`src/rtl/sr_flipflop_bank.sv`:
```
// sr_flipflop_bank: WIDTH independent clock-synchronous SR flip-flops.
// Each channel has a selectable S&R conflict policy and an enable. The bank
// shares a synchronous clear, registered rise/fall change pulses, a sticky
// conflict flag and a saturating conflict-cycle counter.
module sr_flipflop_bank #(
  parameter int               WIDTH         = 8,
  parameter int               CONFLICT_MODE = 0,
  parameter logic [WIDTH-1:0] RESET_VALUE   = '0,
  parameter int               CNT_W         = 8
) (
  input  logic             clk_i,
  input  logic             rst_ni,
  input  logic [WIDTH-1:0] s_i,
  input  logic [WIDTH-1:0] r_i,
  input  logic [WIDTH-1:0] en_i,
  input  logic             clr_i,
  input  logic             conflict_clr_i,
  output logic [WIDTH-1:0] out_o,
  output logic [WIDTH-1:0] rise_o,
  output logic [WIDTH-1:0] fall_o,
  output logic             conflict_o,
  output logic [CNT_W-1:0] conflict_cnt_o
);

  // Reject illegal parameter values while the design is elaborated.
  if (WIDTH < 1) begin : gen_bad_width
    $error("sr_flipflop_bank: WIDTH must be >= 1");
  end
  if (CNT_W < 1) begin : gen_bad_cnt_w
    $error("sr_flipflop_bank: CNT_W must be >= 1");
  end
  if ((CONFLICT_MODE < 0) || (CONFLICT_MODE > 3)) begin : gen_bad_mode
    $error("sr_flipflop_bank: CONFLICT_MODE must be 0..3");
  end

  localparam logic [CNT_W-1:0] CntMax = {CNT_W{1'b1}};
  localparam logic [CNT_W-1:0] CntOne = CNT_W'(1);

  logic [WIDTH-1:0] out_q, out_d;
  logic [WIDTH-1:0] rise_q, rise_d;
  logic [WIDTH-1:0] fall_q, fall_d;
  logic             conflict_q, conflict_d;
  logic [CNT_W-1:0] cnt_q, cnt_d;

  logic [WIDTH-1:0] setOnly;
  logic [WIDTH-1:0] rstOnly;
  logic [WIDTH-1:0] bothReq;
  logic [WIDTH-1:0] plainNext;
  logic [WIDTH-1:0] resolved;
  logic             conflictEvent;

  // Per-channel next state: clear first, then enable gating, then the S/R
  // truth table with the compile-time policy applied to S&R channels.
  always_comb begin
    setOnly   = s_i & ~r_i;
    rstOnly   = r_i & ~s_i;
    bothReq   = s_i & r_i;
    plainNext = (out_q | setOnly) & ~rstOnly;
    resolved  = plainNext;
    case (CONFLICT_MODE)
      0:       resolved = plainNext & ~bothReq;
      1:       resolved = plainNext | bothReq;
      2:       resolved = plainNext;
      3:       resolved = plainNext ^ bothReq;
      default: resolved = plainNext;
    endcase
    if (clr_i) begin
      out_d = RESET_VALUE;
    end else begin
      out_d = (en_i & resolved) | (~en_i & out_q);
    end
    rise_d = ~out_q & out_d;
    fall_d = out_q & ~out_d;
  end

  // Conflict monitor: an event cycle beats a simultaneous conflict_clr, and
  // the counter stops at all-ones instead of wrapping.
  always_comb begin
    conflictEvent = (|(s_i & r_i & en_i)) & ~clr_i;
    conflict_d    = conflict_q;
    cnt_d         = cnt_q;
    if (conflictEvent) begin
      conflict_d = 1'b1;
      if (conflict_clr_i) begin
        cnt_d = CntOne;
      end else if (cnt_q != CntMax) begin
        cnt_d = cnt_q + CntOne;
      end
    end else if (conflict_clr_i) begin
      conflict_d = 1'b0;
      cnt_d      = '0;
    end
  end

  // State and pulse registers; reset loads RESET_VALUE with no pulses.
  always_ff @(posedge clk_i or negedge rst_ni) begin
    if (!rst_ni) begin
      out_q      <= RESET_VALUE;
      rise_q     <= '0;
      fall_q     <= '0;
      conflict_q <= 1'b0;
      cnt_q      <= '0;
    end else begin
      out_q      <= out_d;
      rise_q     <= rise_d;
      fall_q     <= fall_d;
      conflict_q <= conflict_d;
      cnt_q      <= cnt_d;
    end
  end

  assign out_o          = out_q;
  assign rise_o         = rise_q;
  assign fall_o         = fall_q;
  assign conflict_o     = conflict_q;
  assign conflict_cnt_o = cnt_q;

endmodule
```
`config.mk`:
```
export PLATFORM = sky130hd
export DESIGN_NAME = sr_flipflop_bank
export DESIGN_NICKNAME = d
export VERILOG_FILES = /design/src/rtl/sr_flipflop_bank.sv
export SDC_FILE = /design/constraint.sdc
export NUM_CORES = 1
export LEC_CHECK = 0
export ABC_AREA = 1
export CORE_AREA = 5 5 56 58
export DETAILED_ROUTE_END_ITERATION = 16
export DIE_AREA = 0 0 61 63
export DONT_BUFFER_PORTS = 1
export PLACE_DENSITY = 0.74
export REMOVE_ABC_BUFFERS = 1
export SYNTH_ARGS = -nofsm -noshare
export SYNTH_HDL_FRONTEND = slang
export SYNTH_SLANG_ARGS = --single-unit
```
`constraint.sdc`:
```
create_clock -name clk_i -period 1.85 [get_ports clk_i]
set_clock_uncertainty 0.1 [all_clocks]
set_input_delay 0.37 -clock clk_i [delete_from_list [all_inputs] [get_ports clk_i]]
set_output_delay 0.37 -clock clk_i [all_outputs]
set_load 0.02 [all_outputs]
```
==> results of run 1 <==
-- per-layer routing --
metal  vias up  routed length (um)  track usage
met2        54                1710        0.321
met1       555                1140        0.191
li1        568                   -            -
met3         3                 360       0.0930
met5         -                   0            0
met4         0                  10       0.0623
-- sequential cells by signal, indices dropped and copies added (netlist names) --
register,flops
conflict_o,1
conflict_cnt_o,8
rise_o,8
out_o,8
fall_o,8
-- worst min-delay path, stage by stage --
cell	delay, ns
nor2_1	0.03
nand2_1	0.05
nand2_1	0.04
-- metrics by stage --
step	setup WS, ns	std cells	utilization	hold WS [ns]
floorplan	0.284	170	-	-0.0256
global placement	0.392	204	0.588	-0.0248
detailed placement	0.343	204	0.588	-0.0248
CTS	0.322	214	0.632	0.0771
global route	0.223	214	0.632	0.100
finish	0.329	214	0.632	0.0932
-- cells in the mapped netlist --
| library cell | number | share of area |
|---|---|---|
| a21oi_1 | 9 | 0.030 |
| buf_2 | 1 | 0.0034 |
| clkinv_1 | 1 | 0.0025 |
| dfrtp_1 | 33 | 0.56 |
| ha_1 | 1 | 0.0085 |
| inv_1 | 12 | 0.030 |
| inv_2 | 2 | 0.0051 |
| nand2_1 | 43 | 0.11 |
| nand2_2 | 4 | 0.017 |
| nand2_4 | 1 | 0.0076 |
| nand3_1 | 19 | 0.064 |
| nand3_4 | 1 | 0.012 |
| nand4_4 | 1 | 0.014 |
| nor2_1 | 27 | 0.068 |
| nor2_2 | 1 | 0.0042 |
| nor2_4 | 1 | 0.0076 |
| nor3_1 | 10 | 0.034 |
| xnor2_1 | 1 | 0.0059 |
| xor2_1 | 3 | 0.018 |
-- power by group --
| group | switching (mW) | internal (mW) |
|---|---|---|
| registers | 0.0650 | 0.757 |
| logic | 0.0926 | 0.0483 |
| clock network | 0.239 | 0.323 |
-- cells by family (layout without fill, tap and decap cells) --
logic type               count (synthesis)  in the layout  share of synthesized area
adder cells (fa/ha/maj)                  1              1                    0.00845
flip-flops                              33             33                      0.558
buffers and inverters                   16             28                     0.0414
AO/OA/AOI/OAI                            9              9                     0.0304
AND/OR/NAND/NOR                        108            108                      0.338
XOR/XNOR                                 4              4                     0.0237
-- worst paths after layout --
path | end | slack (ns) | depth (start not counted)
max in group asynchronous | fall_o[4] | 1.11 | 2
setup / recovery | conflict_cnt_o[0] | 0.33 | 7
hold / removal | conflict_cnt_o[4] | 0.09 | 3
hold reg to reg | rise_o[3] | 0.54 | 1
setup reg to reg | conflict_cnt_o[0] | 0.33 | 7
min in group asynchronous | fall_o[2] | 0.38 | 2
-- area by class of cell --
type,count,area (sq um)
multi-input cells,122,593
clock buffers,7,55.1
inverters,15,56.3
clock inverters,1,30.0
flip-flops and latches,33,826
well taps,31,38.8
fillers,215,963
repair buffers,5,52.6
-- timing repair --
action                                  CTS  global route
hold buffers                              2             0
endpoints found under the hold margin    33             0
gates resized for setup                   0             0
endpoints found under the setup margin    0             0
==> summary.md, run 1 <==
| Metric | Value |
|---|---|
| Outcome | complete, no violations |
| CP startpoint | conflict_cnt_o[3] |
| Post-CTS Setup Bufs | 0 |
| CP delay by family, top | simple AND/OR/NAND/NOR gates |
| Clk buf depth | 2 |
| Clock slew at reported path FFs | 0.10 ns |
| Die W | 61 um |
| Port Buffers | 0 |
| Inserted Diodes | 0 |
| Design Area, Final | 1650 sq um |
| Initial DRC count | 114 |
| Vias in the first global route | 1241 |
| Rows | 19 |
| Most frequent cells in the layout | nand2_1, dfrtp_1, nor2_1, nand3_1, inv_1 |
| Total wire length | 3230 um |
| Final Power | 1.52 mW |
| Worst relative slew slack | 0.751 |
| Clock latency on the worst-skew pair | 0.33 ns |
| Vias | around 1200 |
| DP HPWL | 2440 um |
| Routed Antenna Nets | 0 |
| Crit-path max FO | 9 |
| Count of final max-slew check failures | 0 |
| Fin nets | 211 |
| Clock root cell | clkbuf_4 |
| Hold Startpoint | conflict_clr_i |
| Crit Path Class | reg -> reg |
| CP endpoint kind | flip-flop |
| Leakage Power | 0.860 nW |
| Mean area per synthesized cell | 8.66 sq um |
| CP peak stage delay | around 0.57 ns |
| CP bufs+invs | 0 |
| CTS buffer count | 5 |
| Syn Std Cell Area | 1480 sq um |
| Post-synth cell types | 19 |
| Final TNS setup | 0 ns |
| Initial Utilization | 0.566 |
| FMAX | 657 MHz |
| Initial antenna violation count | 0 |
| Area Growth Syn to Fin | 11.6% |
| CTS tree | yes |
| Clock sink count | 33 |
| Setup crit start kind | flip-flop |
| Die Area | approximately 3800 sq um |
| RePlAce Congestion | just over 0.9 |
| Cells along the critical path | nand2_2, nor2_4, nand4_4, nand3_4, nand2_2, nand2_1, nand2_1 |
| CP Data Arrival Time | 1.65 ns |
| Cell Pwr Density | 923 nW/um^2 |
| Final setup violation count | 0 |
| Period utilization | 0.822 |
| Ports | just over 60 |
| R2R Path Start | conflict_cnt_o[3] |
| CP Data Required Time | 1.98 ns |
| First-pass detailed-route iteration total | 5 |
| Tot GR Track Use | 0.187 |
| H-Tree Level Count | 2 |
| Final Hold Viols | 0 |
| DR vias/cell | approximately 5.5 |
| Synth Register Bits | 33 |
| RSZ-0062 raised after global routing | no |
| Height of the die | 63 um |
| VDD IR max | 0.866 mV |
| CP max stage cell | dfrtp_1 |
| Drc violations | 0 |
| Total core area | 2620 sq um |
| Worst min path class | in -> reg |
| Seq/Total Area, Yosys | 0.558 |
| Placed cell areas | 1540 sq um |
| Max_cap viols | 0 |
| Post-Syn Instances | about 170 |
| Most common cell after layout, fill and taps aside | nand2_1 |
| Pin count of the biggest net entering global routing | 34 |
| First-pass GRT wire length | 5310 um |
| Synth warn | 0 |
| Tightest Pin Transition | 0.374 ns |
| Final worst path period need | 1.52 ns |
| Layout cells sized above 1 | 0.120 |
| WL per Instance | 15.1 um |
| Grt ovf | 0 |
(Power assumes the default switching activity.)
==> inputs of run 2 (changes only) <==
Settings changed: ABC_AREA 1 to 0, PLACE_DENSITY 0.74 to 0.73.
Clock period 1.85 ns to 1.4 ns, I/O delays scaled along.
==> run 2 against run 1 <==
The flow now finishes with violations (negative setup slack). Power grew 19%. Final cell count shrank 15%. Critical endpoint is now conflict_cnt_o[5]. First-iteration DRC count shrank 68%. Highest routed layer unchanged. Wire length grew 8.3%.
==> summary.md, run 2 <==
| Metric | Value |
|---|---|
| Outcome | finished, violations left |
| Failing checks | negative setup slack |
| DR WL met2 | 1760 um |
| CTS tree | yes |
| First-pass detailed-route iteration total | 4 |
| Vias in the first global route | 1212 |
| Seq/Total Area, Yosys | 0.560 |
| VDD IR max | 0.807 mV |
| Post-synth top area cell | dfrtp_1 |
| Placed cell areas | 1600 sq um |
| Critical path destination | conflict_cnt_o[5] |
| Synth area leaders | dfrtp_1, nor2b_1, a21oi_1, mux2_4, a31oi_4 |
| Cell Pwr Density | roughly 1000 nW/um^2 |
| Tot GR Track Use | 0.194 |
| Layout cells sized above 1 | 0.291 |
| Drc violations | 0 |
| Final setup violation count | 7 |
| Routed Antenna Nets | 0 |
| Synth warn | 0 |
| Yosys top cell area share | 0.560 |
| Worst relative slew slack | 0.807 |
| Die Area | 3840 sq um |
| Reg2reg end | conflict_cnt_o[5] |
| Area Growth Syn to Fin | 21.9% |
| Worst min path class | in -> reg |
| Clk buf depth | 2 |
| Top Layer Used | met4 |
| CP Data Arrival Time | roughly 1.9 ns |
| Count of final max-slew check failures | 0 |
| Inst Count DP | 168 |
| Mean area per synthesized cell | 11.7 sq um |
| Metal1 wirelength | 1300 um |
| Rows | 19 |
| Total wire length | 3490 um |
| Crit Path Class | reg -> reg |
| Setup crit start kind | flip-flop |
| Number of synthesized flops with an enable pin | 0 |
| Leakage Power | 0.813 nW |
| CP startpoint | conflict_cnt_o[0] |
| Max_cap viols | 0 |
| Primary FF master, synth | dfrtp_1 |
| CP Data Required Time | 1.53 ns |
| Clock slew at reported path FFs | ~0.10 ns |
| Initial DRC count | 36 |
| DR vias/cell | 6.02 |
| Crit-path max FO | 4 |
| Grt ovf | 0 |
| R2R depth | 6 |
| FMAX | roughly 580 MHz |
| Post-synth cell types | 29 |
| Total core area | 2620 sq um |
| CP endpoint kind | flip-flop |
| WL per Instance | ~19 um |
| Initial antenna violation count | 0 |
| Tightest Pin Transition | 0.289 ns |
| Final Hold Viols | 0 |
| Clock sink count | 33 |
| Asr flop ratio synth | 1.00 |
| Die W | 61 um |
| R2R Setup Slk | -0.33 ns |
| RSZ-0062 raised after global routing | yes |
| Ports | 61 |
| Final worst path period need | roughly 1.7 ns |
| Inserted Diodes | 0 |
| Area of the multi-input gates | 703 sq um |
| R2R Path Start | conflict_cnt_o[0] |
| Clock root cell | clkbuf_4 |
| First-pass GRT wire length | 5490 um |
| RePlAce Congestion | between 0.8 and 0.9 |
| Most common cell in the synthesized netlist | dfrtp_1 |
| Most frequent cells in the layout | dfrtp_1, nor2b_1, a21oi_1, buf_4 |
| Final TNS setup | -1.33 ns |
| Final Instance Count excl. Fillers | 182 |
| Pin count of the biggest net entering global routing | 34 |
| Initial Utilization | 0.564 |
| Final WS setup | -0.335 ns |
| Reg area | 826 sq um |
| Post-synth top cells | dfrtp_1, nor2b_1, a21oi_1 |
| DP HPWL | ~2400 um |
| Height of the die | 63 um |
| Clock latency on the worst-skew pair | 0.33 ns |
| Vias | around 1100 |
| Port Buffers | 0 |
| Synth Register Bits | 33 |
| Fillers | ~210 |
| Routed wire length on met3 | 347 um |
| H-Tree Level Count | 2 |
| CTS buffer count | 5 |
| Fin nets | between 150 and 200 |
| Design Area, Final | roughly 1800 sq um |
| Most common cell after layout, fill and taps aside | dfrtp_1 |
| Post-Syn Instances | 126 |
| Syn Std Cell Area | 1470 sq um |
| Period utilization | 1.24 |
## run 2: cell count changes after synthesis, sizes merged, moves of 3 or more
cell	before	now
inv	14	1
nand2	48	4
nand3	20	1
nor3	10	4
nor2	29	6
mux2	0	3
a21oi	9	17
nor2b	0	27
xor2	3	0
a31oi	0	5
and3	0	6
## run 2: cell families (layout without fill, tap and decap cells)
group | Yosys count | count (layout) | share of synthesized area
buf+inv | 3 | 28 | 0.00764
flops | 33 | 33 | 0.560
compound gates | 28 | 28 | 0.152
simple gates | 57 | 57 | 0.234
fa+ha+maj | 1 | 1 | 0.00849
mux | 4 | 4 | 0.0373
## run 2: final cells by class
type | count | area share
Multi-Input combinational cell | 90 | 0.391
Sequential cell | 33 | 0.460
Timing Repair Buffer | 19 | 0.0968
Clock inverter | 2 | 0.00557
Tap cell | 31 | 0.0216
Inverter | 1 | 0.00209
Clock buffer | 6 | 0.0230
## run 2: timing repair
| item | in CTS | in global routing |
|---|---|---|
| resized for setup | 5 | 10 |
| setup buffers | 0 | 2 |
| pin swaps | 3 | 2 |
| gates cloned | 0 | 0 |
| hold buffers | 4 | 0 |
| endpoints found under the setup margin | 8 | 8 |
| endpoints found under the hold margin | 40 | 0 |
## run 2: routing by layer
layer  GRT usage  vias up
li1            -      499
met1       0.211      543
met2       0.317       44
met3      0.0868        9
met4      0.0813        0
met5           0        -
## run 2: how the worst min path moves through the flow
stage / end / cells past startpoint / slack (ns) / start
after floorplan: conflict_cnt_o[0] / 0 / -0.12 / rst_ni
after detailed placement: fall_o[3] / 0 / -0.11 / rst_ni
after global placement: rise_o[3] / 0 / -0.11 / rst_ni
after global routing: conflict_cnt_o[1] / 2 / -0.0009 / clr_i
after CTS: fall_o[0] / 2 / 0.003 / clr_i
final: fall_o[0] / 2 / 0.01 / clr_i
## run 2: per-stage QoR
stage / hold slack (ns) / total power [mW] / utilization / setup slack, ns
CTS: 0.00260 / 1.80 / 0.661 / -0.305
floorplan: -0.116 / 1.20 / - / -0.479
global route: -0.000896 / 1.90 / 0.687 / -0.373
finish: 0.0103 / 1.81 / 0.687 / -0.335
detailed placement: -0.115 / 1.26 / 0.613 / -0.344
global placement: -0.115 / 1.25 / 0.613 / -0.292
## run 2: worst max-delay path, cell delays in order, from the launching register on
cell and delay [ns]:
dfrtp_1 0.42, buf_4 0.15, buf_6 0.13, and3_4 0.18
and2_1 0.17, and4b_1 0.19, mux2_4 0.29
## run 2: power by group
| part | internal, mW | switching (mW) | total [mW] |
|---|---|---|---|
| logic | 0.109 | 0.111 | 0.220 |
| registers | 0.998 | 0.0841 | 1.08 |
| clock network | 0.191 | 0.313 | 0.504 |
==> inputs of run 3 (changes only) <==
Clock period 1.4 ns to 1.65 ns, I/O delays scaled along.
==> run 3 against run 2 <==
Clock power grew 27%. Critical path depth fell by 1. Sequential share of layout area fell by 0.35 points. Via count up 0.37%. Hold slack better by 0.034 ns. Die area unchanged. Maximum frequency about the same. Utilization rose by 0.53 points. Largest cell class unchanged. The flow still finishes with violations (negative setup slack). Wire length down 2.2%. Non-clock buffer count unchanged. Highest routed layer unchanged. Sequential power shrank 15%. Cell area up 0.77%.
==> summary.md, run 3 (synthesized netlist as in run 2, its figures left out) <==
| Metric | Value |
|---|---|
| Outcome | finished, violations left |
| Failing checks | negative setup slack |
| Port Buffers | 0 |
| CTS tree | yes |
| Cells along the critical path | ha_4, nand3_4, buf_6, or4b_1, o221a_2 |
| R2R depth | 5 |
| FMAX | 576 MHz |
| Fin nets | 179 |
| Clock slew at reported path FFs | 0.11 ns |
| DP HPWL | 2420 um |
| Combinational fraction of design power | 0.108 |
| CP peak stage delay | around 0.5 ns |
| Placed cell areas | 1600 sq um |
| Worst relative slew slack | 0.801 |
| Drc violations | 0 |
| Initial antenna violation count | 0 |
| Inserted Diodes | 0 |
| WL per Instance | about 19 um |
| CP Data Required Time | between 1.5 and 2 ns |
| Final setup violation count | 2 |
| First-pass detailed-route iteration total | 4 |
| Leakage Power | 0.826 nW |
| Clock sink count | 33 |
| RePlAce Congestion | 0.786 |
| Height of the die | 63 um |
| Worst Hold Depth | 2 |
| Layout cells sized above 1 | 0.278 |
| DR vias/cell | 6.04 |
| Worst min path class | in -> reg |
| Most common cell after layout, fill and taps aside | dfrtp_1 |
| Setup crit start kind | flip-flop |
| Tightest Pin Transition | about 0.3 ns |
| Cell-internal power | 1.31 mW |
| Crit Path Class | reg -> reg |
| VDD IR max | 0.776 mV |
| Initial Utilization | 0.564 |
| Total core area | 2620 sq um |
| Sw Share | 0.252 |
| CTS buffer count | 5 |
| Period utilization | 1.05 |
| CP endpoint kind | flip-flop |
| Seq pwr share | 0.527 |
| Final core occ | 0.692 |
| Count of final max-slew check failures | 0 |
| RSZ-0062 raised after global routing | yes |
| Vias in the first global route | around 1200 |
| First-pass GRT wire length | 5440 um |
| Pin count of the biggest net entering global routing | 34 |
| Initial DRC count | 33 |
| Final WS setup | -0.0847 ns |
| Cell Pwr Density | 964 nW/um^2 |
| Area Growth Syn to Fin | 22.8% |
| Die W | approximately 61 um |
| Total wire length | 3420 um |
| H-Tree Level Count | 2 |
| Ports | 61 |
| Design Area, Final | 1810 sq um |
| Final Hold Viols | 0 |
| Clock latency on the worst-skew pair | 0.34 ns |
| CP Data Arrival Time | 1.87 ns |
| Sw Pwr | 0.441 mW |
| Die Area | 3840 sq um |
| Clock root cell | clkbuf_4 |
| Most frequent cells in the layout | dfrtp_1, nor2b_1, a21oi_1, buf_4 |
| Final worst path period need | 1.73 ns |
| Grt ovf | 0 |
| Clk buf depth | 2 |
| Rows | 19 |
| CP max stage cell | or4b_1 |
| Crit-path max FO | 3 |
| Vias | around 1100 |
| Routed Antenna Nets | 0 |
| Clock power frac | 0.366 |
| Tot GR Track Use | 0.191 |
| Max_cap viols | 0 |
-- run 3: path summary, 6_finish.rpt --
path	startpoint	to	slack, ns
setup / recovery	conflict_cnt_o[0]	conflict_cnt_o[4]	-0.08
hold / removal	clr_i	fall_o[6]	0.04
setup reg to reg	conflict_cnt_o[0]	conflict_cnt_o[4]	-0.08
hold reg to reg	out_o[5]	rise_o[5]	0.51
max in group asynchronous	rst_ni	rise_o[4]	0.94
min in group asynchronous	rst_ni	fall_o[6]	0.34
-- run 3: through the flow --
step	hold slack, ns	instances	setup TNS [ns]	worst slack [ns]	power [mW]
after global placement	-0.0647	167	-0.0932	-0.0434	1.06
after CTS	0.0462	181	-0.0774	-0.0774	1.73
after global routing	0.0395	182	-0.267	-0.134	1.82
final	0.0443	182	-0.121	-0.0847	1.75
after detailed placement	-0.0648	167	-0.241	-0.117	1.07
after floorplan	-0.0656	124	-0.678	-0.229	1.02
-- run 3: layer usage --
layer  vias to the layer above  wire length, um  global-route usage
li1                        500                -                   -
met1                       550             1240               0.201
met2                        43             1760               0.332
met3                         6              372              0.0868
met4                         0               44              0.0569
met5                         -                0                   0
-- run 3: area by class of cell --
class                           count  area [sq um]
Clock buffer                        7          55.1
Inverter                            1          3.75
Fill cell                         197           805
Sequential cell                    33           826
Tap cell                           31          38.8
Timing Repair Buffer               19           179
Clock inverter                      1          30.0
Multi-Input combinational cell     90           678
-- run 3: worst max-delay path: cells and delay by family (launching register included) --
family | cells | cell delay (ns)
and+or+nand+nor | 2 | 0.57
DFF | 1 | 0.42
AOI/OAI and AO/OA | 1 | 0.25
adders and majority gates | 1 | 0.17
buffers and inverters | 1 | 0.12
-- run 3: power by group through the flow --
stage,clock network [mW],registers (mW),logic [mW]
floorplan,0,0.936,0.0867
global placement,0,0.930,0.128
detailed placement,0,0.933,0.135
CTS,0.640,0.917,0.176
global route,0.686,0.926,0.208
finish,0.638,0.919,0.188
-- run 3: what timing repair did --
action / CTS / global route
resized for setup: 9 / 5
hold buffers: 3 / 0
hold endpoints to repair: 35 / 0
endpoints found under the setup margin: 4 / 6
pin swaps: 4 / 5
setup buffers: 3 / 2
